`config.mk`:
```
export PLATFORM = sky130hd
export DESIGN_NAME = led_scan
export DESIGN_NICKNAME = d
export VERILOG_FILES = /design/src/rtl/led_scan.sv
export SDC_FILE = /design/constraint.sdc
export NUM_CORES = 1
export LEC_CHECK = 0
export CAP_MARGIN = 5
export CORE_UTILIZATION = 30
export DETAILED_ROUTE_END_ITERATION = 6
export PLACE_DENSITY = 0.54
export SLEW_MARGIN = 30
export SYNTH_ARGS = -nofsm -noshare
export SYNTH_HDL_FRONTEND = slang
export SYNTH_SLANG_ARGS = --single-unit
```
`constraint.sdc`:
```
create_clock -name CLK -period 15.3 [get_ports CLK]
set_clock_uncertainty 0.05 [all_clocks]
set_input_delay 1.53 -clock CLK [delete_from_list [all_inputs] [get_ports CLK]]
set_output_delay 1.53 -clock CLK [all_outputs]
set_load 0.02 [all_outputs]
```
`src/rtl/led_scan.sv`:
```
// 16-row LED matrix scanner: blank/on row sequencing with a per-frame
// snapshot of the register-file and datapath images.
module led_scan #(
   parameter int DIV   = 1000,
   parameter int BLANK = 16
) (
   input  logic         CLK,
   input  logic         RST,
   input  logic         en,
   input  logic [127:0] led_reg,
   input  logic [127:0] led_misc,
   input  logic [3:0]   led_ph,
   output logic [15:0]  led_row,
   output logic [15:0]  led_col,
   output logic [3:0]   led_phase,
   output logic         frame_start
);

   localparam logic [15:0] DIV_M1   = 16'(DIV - 1);
   localparam logic [15:0] BLANK_M1 = 16'(BLANK - 1);

   typedef enum logic {
      ST_BLANK,
      ST_ON
   } state_t;

   state_t         state, state_n;
   logic [15:0]    cnt, cnt_n;
   logic [3:0]     row, row_n;
   logic [255:0]   snap, snap_n;
   logic           cap;
   logic [15:0]    word;
   logic [15:0]    row_out_n;
   logic [15:0]    col_out_n;

   always_ff @(posedge CLK or posedge RST) begin
      if (RST) begin
         state       <= ST_BLANK;
         cnt         <= '0;
         row         <= '0;
         snap        <= '0;
         led_row     <= '0;
         led_col     <= '0;
         led_phase   <= '0;
         frame_start <= 1'b0;
      end else begin
         state       <= state_n;
         cnt         <= cnt_n;
         row         <= row_n;
         snap        <= snap_n;
         led_row     <= row_out_n;
         led_col     <= col_out_n;
         led_phase   <= led_ph;
         frame_start <= cap;
      end
   end

   always_comb begin
      state_n = state;
      cnt_n   = cnt;
      row_n   = row;
      cap     = 1'b0;
      if (!en) begin
         state_n = ST_BLANK;
         cnt_n   = '0;
         row_n   = '0;
      end else begin
         unique case (state)
            ST_BLANK: begin
               if (cnt == BLANK_M1) begin
                  state_n = ST_ON;
                  cnt_n   = '0;
                  cap     = (row == 4'd0);
               end else begin
                  cnt_n = cnt + 16'd1;
               end
            end
            ST_ON: begin
               if (cnt == DIV_M1) begin
                  state_n = ST_BLANK;
                  cnt_n   = '0;
                  row_n   = row + 4'd1;
               end else begin
                  cnt_n = cnt + 16'd1;
               end
            end
            default: state_n = ST_BLANK;
         endcase
      end
   end

   // Row 0 of a frame must already show the freshly captured image.
   always_comb begin
      snap_n    = cap ? {led_misc, led_reg} : snap;
      word      = snap_n[{row_n, 4'd0} +: 16];
      row_out_n = '0;
      col_out_n = '0;
      if (state_n == ST_ON) begin
         row_out_n = 16'h0001 << row_n;
         col_out_n = word;
      end
   end

endmodule
```
# --- After elaboration in Yosys (flattened, before gate mapping) ---
# Cells that the tools add are included.
# Widths: inputs -> output; s select.
word_totals:
  register_bits: 314
  inputBits: 263
  out_inout_bits: 37
  wordCells: 33
op_classes:
  addsub: 2
  eq_ne: 2
  shift: 2
  mux: 17
  bitwise: 1
  reduce_logical: 1
op_table:
  columns: ["op", "n"]
  rows:
  - ["$mux 256", 1]
  - ["$shiftx 256x9->16", 1]
  - ["$mux 16", 5]
  - ["$pmux 16 s2", 1]
  - ["$add 16x1->16 const B", 1]
  - ["$eq 16x10->1 const B", 1]
  - ["$eq 16x4->1 const B", 1]
  - ["$shl 1x4->16 const A", 1]
  - ["$mux 4", 3]
  - ["$mux 1", 6]
  - ["$add 4x1->4 const B", 1]
  - ["$logic_not 4->1", 1]
  - ["$pmux 1 s2", 1]
  - ["$not 1->1", 1]

# --- Logic depth before layout (Yosys ltp) ---
depth:
  ltp_word: 7
  mapped_depth: 15
  depth_no_buf: 10

# --- Least setup slack after synthesis ---
# Ideal clock, no wire load.
synth_timing:
  kind: "input -> register"
  startpoint: "input en"
  endpoint: "register led_col[10]"
  setup_time_ns: 0.139
  arrival_ns: 3.534
  setup_slack_ns: 11.577
  cell_stages: 9
  n_path_buf: 1
  cell_sequence: "inv_1 > a211oi_1 > nor2_4 > inv_2 > buf_6 > mux2i_1 > mux2i_1 > a22o_1 > or4_4"
synth_via:
  elab_chain_len: 4
  elab_cells_between_ends: 6
synth_lines:
  columns: ["item", "line_no", "text"]
  rows:
  - ["from (decl)", "9", "input logic en,"]
  - ["$mux 1", "63", "if (!en) begin"]
  - ["$mux 256", "94", "snap_n = cap ? {led_misc, led_reg} : snap;"]
  - ["$shiftx 256x9->16", "95", "word = snap_n[{row_n, 4'd0} +: 16];"]
  - ["$mux 16 *", "98", "if (state_n == ST_ON) begin"]
  - ["net col_out_n[10]", "34", "logic [15:0] col_out_n;"]
  - ["to (signal assigned)", "52", "led_col <= col_out_n;"]
  - ["to (decl)", "14", "output logic [15:0] led_col,"]
# Mark *: on every way through the listed nets, which the timed path passes. The rest lies on a longest branch.

# --- Final worst setup path ---
layout_timing:
  startpoint: "input en"
  endpoint: "register led_col[9]"
# Same word-level chain as after synthesis.

==> impl_metrics.py <==
metrics = {
    "timing": {
        "rsz0062_at_grt": "false",
        "timing_hold_violations_final": 0,
        "slew_violations": 0,
        "max_slew_margin": 0.351,
        "worst_pin_slew_ps": 969,
        "hold_slack_ps": 406,
        "min_period_over_period": 0.356,
        "setup_viol": 0,
        "min_period_ps": 5440,
        "setup-tns-final_ps": 0,
        "fmax_mhz": 184,
    },
    "synthesis": {
        "syn_area_per_cell_um2": 9.58,
        "synth_sequential_area_ratio": 0.519,
        "ys_types": 68,
        "yosysTopAreaCell": "dfrtp_1",
        "ys_ff_latch": 314,
        "yosysTopAreaCellShare": 0.519,
        "yosysMostFrequentCell": "nand2_1",
        "ys_warn_count": 0,
        "synth.net_count": 1847,
        "async_reset_ff_frac": 1.00,
        "synth_edf_count": 0,
        "yosys-top-cells-count": "nand2_1, dfrtp_1, mux2i_1, nor2_1, inv_1",
        "synth_ff_type": "dfrtp_1",
        "synthCells": 1581,
        "synthesis.area_mm2": 0.0151,
        "synthTopCellsByArea": "dfrtp_1, nand2_1, mux2i_1",
    },
    "floorplanning": {
        "dieArea_mm2": 0.0514,
        "die-width_um": 227,
        "num_rows": 81,
        "num_io_pins": 300,
        "start_util": 0.307,
        "dieHeight_um": 227,
        "core-area_mm2": 0.0494,
    },
    "detailed_routing": {
        "via_per_inst": 5.03,
        "via_count": 12700,
        "drc_errors": 0,
        "ant_nets": 0,
        "drt_pass1_iterations": 5,
        "drt_iter0_markers": 1165,
        "wl_um": 56800,
        "wl_per_cell_um": 22.4,
    },
    "placed_design": {
        "gp_congestion": 0.864,
        "place.port_buffers": 299,
        "place_inst": 2467,
        "dp_hpwl_um": 40500,
    },
    "setup_path": {
        "reg2reg_to": "led_col[9]",
        "worstSetupEndpointType": "register",
        "start_kind": "primary input",
        "critical_path_class": "primary input to register",
        "r2r_setup_slack_ps": 10650,
        "worstPathMaxFanout": 161,
        "r2r_cells": 9,
        "cp.arrival_ps": 5790,
        "cp.required_ps": 15650,
        "worstReg2RegStart": "cnt[12]",
    },
    "pwr": {
        "report.power.total_mw": 1.88,
        "power.switching_mw": 0.417,
        "powerDensity_mw_per_mm2": 94.4,
        "ir_drop_mv": 0.0687,
        "leakage_nw": 9.54,
        "netSwitchingFraction": 0.222,
        "power_frac_seq": 0.444,
        "p_comb_frac": 0.058,
        "p_int_mw": 1.46,
        "p_clk_frac": 0.498,
    },
    "clocking": {
        "post_cts_buffers": 0,
        "cts_tree": "built",
        "clock_path_buffers": 3,
        "root_buffer": "clkbuf_16",
        "cts_resized": 0,
        "clk_latency_ps": 550,
        "h-tree-depth": 2,
        "cts_made_buffers": 39,
        "clk_pin_slew_ps": 60,
        "holdBufCountCts": 0,
        "clock_sinks": 314,
    },
    "global_route": {
        "use_met2": 0.337,
        "grt_overflow": 0,
        "grt_pass1_vias": 12800,
        "grt_pass1_wl_um": 83700,
        "grt_use_total": 0.222,
        "grt.busiest_layer": "met2",
        "met1_usage": 0.322,
        "antenna_found_initial": 2,
        "grt_max_degree": 162,
        "grt_use_met3": 0.0395,
    },
    "job": {
        "maxCapViolations": 0,
    },
    "finish": {
        "nNetsFinal": 2110,
        "finalCoreUtilization": 0.403,
        "drive_gt1_frac": 0.0882,
        "area_delta_synth_final_pct": 31.3,
        "finalNonFillerCells": 2537,
        "fillCellCount": 4881,
    },
    "hold_path": {
        "hold_class": "register to register",
        "whs_endpoint": "cnt[0]",
        "hold_start": "cnt[0]",
        "hold_depth": 1,
    },
    "outcome": {
        "outcome": "complete, no violations",
    },
}
[how the worst max path moves through the flow]
stage	depth (start not counted)	slack, ps	endpoint	startpoint
5_1_grt	9	9610	led_col[9]	en
3_5_place_dp	9	9400	led_col[9]	en
2_1_floorplan	1	5030	cnt[0]	RST
3_3_place_gp	9	9390	led_col[9]	en
6_report	9	9860	led_col[9]	en
4_1_cts	9	9960	led_col[9]	en
[area by class of cell]
class                   instances  area [µm²]  share of cell area
repair buffers                315        3120               0.157
multi-input cells            1109        6530               0.328
clock inverters                10         103             0.00516
clock buffers                  58        1180              0.0593
inverters                      65         265              0.0133
diodes                          2        5.00            0.000252
well taps                     664         831              0.0418
flip-flops and latches        314        7860               0.395
[worst max-delay path: stages]
cell and delay [ps]:
clkdlybuf4s50_1 830, nand4_1 150, or2_4 470, clkinv_8 680, buf_4 790, mux4_2 580
nor2b_1 140, a311oi_1 280, o221ai_1 150
[registers in the layout, indices dropped and copies added (netlist names)]
register     cells
cnt             16
snap           256
row              4
frame_start      1
led_col         16
led_phase        4
state            1
led_row         16
[layout by cell type, fill, tap and decap left out, types with 5 or more instances in the layout]
cell,synthesis,routed
nand2_1,576,576
or3_1,5,5
clkdlybuf4s50_1,0,299
a221oi_1,8,8
clkbuf_1,35,8
o22a_1,5,5
o21ai_0,29,28
inv_1,63,62
nand2b_1,6,6
o221ai_1,18,18
nor3b_1,9,9
buf_4,16,13
mux2i_1,90,90
nand3_1,28,28
a211oi_1,15,15
dfrtp_1,314,314
or2_2,5,5
clkbuf_16,0,41
xnor2_1,7,7
a221o_1,10,10
mux4_2,24,24
nor2_1,67,67
clkbuf_8,0,9
o211ai_1,14,14
xor2_1,7,7
clkinv_2,0,8
and3_1,9,8
a21oi_1,51,51
o21a_1,8,8
mux2_2,35,35
[layer usage]
metal,wire (µm),up-vias
li1,-,5845
met1,26300,6386
met2,25600,454
met3,3560,64
met4,1300,0
met5,0,-
[logic make-up (layout without fill, tap and decap cells)]
family,after synthesis,in the layout,synth area share
flops,314,314,0.519
other cells,0,2,0
buf+inv,158,448,0.0511
compound gates,202,202,0.0952
fa+ha+maj,3,3,0.00248
simple gates,741,741,0.203
mux,149,149,0.121
xor+xnor,14,14,0.00810
[metrics by stage]
step | instance area (µm²) | setup WS, ps
2_1_floorplan | 15100 | 5030
3_3_place_gp | 18600 | 9390
3_5_place_dp | 18600 | 9400
4_1_cts | 19900 | 9960
5_1_grt | 19900 | 9610
6_report | 19900 | 9860
[power groups by stage]
stage / registers [mW] / clock network, mW / logic (mW)
after CTS: 0.833 / 0.956 / 0.111
after global placement: 0.848 / 0 / 0.111
after global routing: 0.833 / 0.986 / 0.117
after floorplan: 0.849 / 0 / 0.0175
final: 0.833 / 0.936 / 0.109
after detailed placement: 0.848 / 0 / 0.111
Note: power is estimated with default switching activity, not from simulation.
